### src/rtl/keypad_debounce_scanner.sv
// keypad_debounce_scanner: drives keypad rows, samples columns and debounces whole
// scan frames into one key_valid strobe per physical press.
module keypad_debounce_scanner #(
  parameter int SCAN_DIV       = 50000,
  parameter int DEBOUNCE_SCANS = 4
) (
  input  logic       clk,
  input  logic       rst,
  input  logic [3:0] col_in,
  output logic [3:0] row_out,
  output logic [7:0] key_code,
  output logic       key_valid,
  output logic       key_held
);
  localparam int CW = $clog2(SCAN_DIV);
  localparam int DW = $clog2(DEBOUNCE_SCANS + 1);
  typedef enum logic [1:0] {IDLE, CONFIRM, HELD, RELEASE} state_t;
  state_t state_q, state_d;
  logic [3:0] col_meta_q, col_sync_q, row_q, row_d, first_col;
  logic [CW-1:0] div_cnt_q, div_cnt_d;
  logic [DW-1:0] db_cnt_q, db_cnt_d, db_inc;
  logic [1:0] hit_cnt_q, hit_cnt_d;
  logic [2:0] slot_sum;
  logic [7:0] frame_code_q, frame_code_d, code_now, cand_q, cand_d, key_code_q, key_code_d;
  logic key_valid_q, key_valid_d, key_held_q, key_held_d;
  logic scan_tick, frame_done, res_none, res_single, accept;
  assign scan_tick  = div_cnt_q == CW'(SCAN_DIV - 1);
  assign frame_done = scan_tick && row_q[0];
  assign first_col  = col_sync_q & (~col_sync_q + 4'd1);
  assign slot_sum   = 3'(hit_cnt_q) + 3'(col_sync_q[0]) + 3'(col_sync_q[1]) + 3'(col_sync_q[2]) + 3'(col_sync_q[3]);
  assign code_now   = (hit_cnt_q == 2'd0) ? {first_col, row_q} : frame_code_q;
  assign res_none   = slot_sum == 3'd0;
  assign res_single = slot_sum == 3'd1;
  assign db_inc     = db_cnt_q + DW'(1);
  always_comb begin
    div_cnt_d    = scan_tick ? '0 : div_cnt_q + CW'(1);
    row_d        = scan_tick ? {row_q[0], row_q[3:1]} : row_q;
    hit_cnt_d    = frame_done ? 2'd0 : scan_tick ? (slot_sum >= 3'd2 ? 2'd2 : slot_sum[1:0]) : hit_cnt_q;
    frame_code_d = frame_done ? 8'h00 : scan_tick ? code_now : frame_code_q;
  end
  // Debounce decisions are taken only on the frame-completing tick.
  always_comb begin
    state_d     = state_q;
    db_cnt_d    = db_cnt_q;
    cand_d      = cand_q;
    key_code_d  = key_code_q;
    key_valid_d = 1'b0;
    key_held_d  = key_held_q;
    accept      = 1'b0;
    if (frame_done)
      case (state_q)
        IDLE: if (res_single) begin
          cand_d   = code_now;
          db_cnt_d = DW'(1);
          state_d  = CONFIRM;
          accept   = DEBOUNCE_SCANS == 1;
        end
        CONFIRM: if (!res_single) state_d = IDLE;
          else if (code_now == cand_q) begin
            db_cnt_d = db_inc;
            accept   = db_inc == DW'(DEBOUNCE_SCANS);
          end else begin
            cand_d   = code_now;
            db_cnt_d = DW'(1);
          end
        HELD: if (res_none) begin
          db_cnt_d   = DW'(1);
          state_d    = (DEBOUNCE_SCANS == 1) ? IDLE : RELEASE;
          key_held_d = DEBOUNCE_SCANS != 1;
        end
        RELEASE: if (!res_none) state_d = HELD;
          else begin
            db_cnt_d = db_inc;
            if (db_inc == DW'(DEBOUNCE_SCANS)) begin
              state_d    = IDLE;
              key_held_d = 1'b0;
            end
          end
        default: state_d = IDLE;
      endcase
    if (accept) begin
      key_code_d  = cand_d;
      key_valid_d = 1'b1;
      key_held_d  = 1'b1;
      state_d     = HELD;
    end
  end
  always_ff @(posedge clk or posedge rst)
    if (rst) begin
      col_meta_q   <= '0;
      col_sync_q   <= '0;
      div_cnt_q    <= '0;
      row_q        <= 4'b1000;
      hit_cnt_q    <= '0;
      frame_code_q <= '0;
      state_q      <= IDLE;
      db_cnt_q     <= '0;
      cand_q       <= '0;
      key_code_q   <= '0;
      key_valid_q  <= 1'b0;
      key_held_q   <= 1'b0;
    end else begin
      col_meta_q   <= col_in;
      col_sync_q   <= col_meta_q;
      div_cnt_q    <= div_cnt_d;
      row_q        <= row_d;
      hit_cnt_q    <= hit_cnt_d;
      frame_code_q <= frame_code_d;
      state_q      <= state_d;
      db_cnt_q     <= db_cnt_d;
      cand_q       <= cand_d;
      key_code_q   <= key_code_d;
      key_valid_q  <= key_valid_d;
      key_held_q   <= key_held_d;
    end
  assign row_out   = row_q;
  assign key_code  = key_code_q;
  assign key_valid = key_valid_q;
  assign key_held  = key_held_q;
endmodule
### config.mk
export PLATFORM = sky130hd
export DESIGN_NAME = keypad_debounce_scanner
export DESIGN_NICKNAME = d
export VERILOG_FILES = /design/src/rtl/keypad_debounce_scanner.sv
export SDC_FILE = /design/constraint.sdc
export NUM_CORES = 1
export LEC_CHECK = 0
export ABC_AREA = 0
export BUFFER_PORTS_ARGS = -buffer_cell sky130_fd_sc_hd__buf_2
export CAP_MARGIN = 20
export CORE_MARGIN = 2
export CORE_UTILIZATION = 55
export DETAILED_ROUTE_END_ITERATION = 8
export HOLD_SLACK_MARGIN = 0.12
export PLACE_DENSITY = 0.73
export SETUP_SLACK_MARGIN = 0.3
export SYNTH_ARGS = -nofsm -noshare
export SYNTH_HDL_FRONTEND = slang
export SYNTH_SLANG_ARGS = --single-unit
### constraint.sdc
create_clock -name clk -period 4.8 [get_ports clk]
set_clock_uncertainty 0.1 [all_clocks]
set_input_delay 0.24 -clock clk [delete_from_list [all_inputs] [get_ports clk]]
set_output_delay 0.24 -clock clk [all_outputs]
set_load 0.03 [all_outputs]
==> summary.txt <==
Critical path
  – Worst stage delay on the critical path: 600 ps
  – Critical-path cell list: fa_1, inv_1, fa_1, inv_1, fa_1, or2_2, or4_4, nor2b_1, mux2_1
  – Worst Setup SP: col_sync_q[0]
  – Critical Path Start Type: flip-flop
  – Worst r2r src: col_sync_q[0]
  – Critical path's slowest cell: nor2b_1
  – Reg2reg end: cand_q[3]
  – Critical-path maximum fanout: 8
  – CP arrival: around 4000 ps
  – Crit. End Element: flip-flop
  – Delay-heaviest family, CP: simple AND/OR/NAND/NOR gates
  – Reg2reg setup slack: approximately 900 ps
  – Req. time, crit path: about 5000 ps
  – Worst Setup Path Type: reg2reg
  – WP buf/inv: 2
  – CP most frequent cell: fa_1
  – Number of cells on the worst reg-to-reg path: 9
  – Levels on crit path: 9

Placement
  – Placed instance count: roughly 380
  – Cell Area, Placed: ~0.0032 sq mm
  – DP Wirelength: approximately 4 mm
  – Routability cong.: 0.803
  – Pre-CTS setup slack: about 910 ps
  – Port buffer count: 19

Floorplan
  – Initial core utilization: 0.562
  – Row cnt: 27
  – Core box area: 0.00541 sq mm
  – Die area: 0.00613 sq mm
  – DIE HEIGHT: 78.3 um
  – DIE WIDTH: 78.3 um
  – Io pins: 20

STA
  – Setup TNS: 0 ps
  – Slew Limit Headroom: 0.499
  – Final hold vios: 0
  – Slew @ Worst Pin: approximately 750 ps
  – Post-layout min period: just under 4000 ps
  – Final number of setup-violating endpoints: 0
  – RSZ-0062 raised after global routing: false
  – Fmax: 0.257 GHz
  – Final WS setup: 908 ps
  – Final max-slew violation count: 0
  – Part of the cycle the worst path needs: 0.811

Drt
  – Antenna-violating nets left: 0
  – Drt wl/cell: 14.1 um
  – Drc violations: 0
  – TritonRoute pass-1 iters: 4
  – Vias/cell: between 5 and 6
  – Routed wire length: 5.69 mm
  – Vias: around 2200
  – Initial DRC Count: roughly 160

Power and ir drop
  – LEAKAGE: approximately 0.0016 uW
  – Pwr dens: roughly 280 mW/mm^2
  – VDD IR max: roughly 0.19 mV
  – Pwr Total: 962 uW

Yosys
  – Register bit total from synthesis: 61
  – Top cell type by total area after synthesis: dfrtp_1
  – Mapped Nets: about 310
  – Synth area leaders: dfrtp_1 49%, nand2_1 6.1%, xnor2_1 4.3%, mux2_1 3.3%, mux2i_1 3.3%
  – Number of enable flip-flop cells after synthesis: 0
  – Main synth FF type: dfrtp_1
  – Post-synthesis average cell area: 10.2 sq um
  – Mapped cell area: 0.00304 sq mm
  – Synthesized instance count: approximately 300
  – Sequential element share of the synthesized area: 0.503
  – Number of distinct library cells after synthesis: 51
  – Synth top area share: 0.494
  – Async SR Flop Fraction: 1.00
  – Synth warnings: 0

Clocking
  – Worst-path clk slew: 60 ps
  – Clock Tree Buf Depth: 2
  – TritonCTS clock tree: built
  – Resize count post-CTS: 0
  – H-tree Lvls: 3
  – TritonCTS Buffers: 9
  – Postcts setup bufs: 0
  – Clock root buffer: clkbuf_8
  – Clk sink count: 61
  – Skew-Pair Late Insertion Delay: around 340 ps

Global route
  – Total global-route track usage: 0.213
  – Aggregate global routing overflow: 0
  – First-pass GRT wire length: 9.96 mm
  – Initial antenna violation count: 0
  – Vias in the first global route: between 2000 and 2500
  – Largest net degree at the start of global routing: between 60 and 70

Layout
  – Fraction of layout cells with a size suffix above 1: 0.123
  – Most frequent cells in the layout: 60 x dfrtp_1, 49 x nand2_1, 19 x buf_2
  – Post-Layout Cell Count: between 400 and 500
  – Antenna Cells: 0
  – Final instance area: 0.00343 sq mm
  – Most common cell after layout, fill and taps aside: dfrtp_1
  – Final nets: 341
  – Layout area overhead: 12.9%
  – Filler cells: around 470
  – Multi-input logic area: ~0.0014 sq mm
  – Reg area: ~0.0015 sq mm

Outcome
  – Status: complete, no violations

Worst hold path
  – Hold crit path type: reg2reg
  – Min-Delay Startpoint: col_meta_q[1]
  – Hold path cells: 0
  – Hold Path Sink: col_sync_q[1]

Job
  – MaxCap Viol Count: 0
-- cell usage after synthesis, types with 3 or more instances --
library cell / n
nor2_1: 18
o21ai_0: 8
nand2_1: 49
a21boi_1: 3
nand3_1: 9
xor2_1: 7
mux2_1: 9
and2_1: 4
fa_1: 3
clkbuf_1: 5
nand4_1: 4
and3_1: 6
a21oi_1: 12
mux2i_1: 10
ha_1: 5
xnor2_1: 15
o21ai_1: 6
o31ai_1: 3
inv_1: 19
nor4_1: 3
dfrtp_1: 60
-- flip-flops by register name (all words and copies together), names as in the netlist --
signal        count
div_cnt_q        16
key_code          8
col_sync_q        4
hit_cnt_q         2
key_held          1
frame_code_q      8
row_out           4
key_valid         1
cand_q            8
state_q           2
col_meta_q        4
db_cnt_q          3
-- worst register-to-register path, cell delays in order (launching register included) --
cell and delay (ps):
dfrtp_1 450, fa_1 560, inv_1 50, fa_1 350
inv_1 80, fa_1 410, or2_2 330, or4_4 450
nor2b_1 600, mux2_1 400
-- routing by layer --
metal,track usage,share of wire,vias up
met2,0.352,0.47,42
met4,0.121,0.027,0
met3,0.0379,0.034,15
li1,-,-,1088
met5,0,0,-
met1,0.265,0.47,1049
-- timing repair --
item | in CTS | in global routing
hold buffers | 5 | 0
endpoints found under the hold margin | 64 | 0
setup endpoints to repair | 0 | 0
-- cell type report --
class,instances,area share
Sequential cell,61,0.445
Multi-Input combinational cell,209,0.409
Timing Repair Buffer,27,0.0489
Clock buffer,15,0.0485
Tap cell,72,0.0263
Inverter,19,0.0208
Clock inverter,1,0.00146
-- power by group --
part	internal, uW	switching (uW)	total (uW)
Combinational	15.5	28.1	43.5
Clock	216	183	398
Sequential	518	2.59	520
-- kinds of logic (layout without fill, tap and decap cells) --
logic type      after synthesis  count (layout)  share of synthesized area
simple gates                117             117                      0.201
flops                        61              61                      0.503
compound gates               43              43                     0.0886
buf+inv                      27              62                     0.0375
xor+xnor                     22              22                     0.0634
mux                          19              19                     0.0663
fa+ha+maj                     8               8                     0.0404
-- worst max path at each step --
stage	endpoint
floorplan	key_code[3]
global placement	cand_q[1]
detailed placement	cand_q[6]
CTS	cand_q[3]
global route	cand_q[3]
finish	cand_q[3]
-- per-stage QoR --
step	utilization	hold WS, ps
5_1_grt	0.635	268
3_5_place_dp	0.594	236
2_1_floorplan	-	171
6_report	0.635	247
3_3_place_gp	0.594	232
4_1_cts	0.635	249
(Power assumes the default switching activity.)
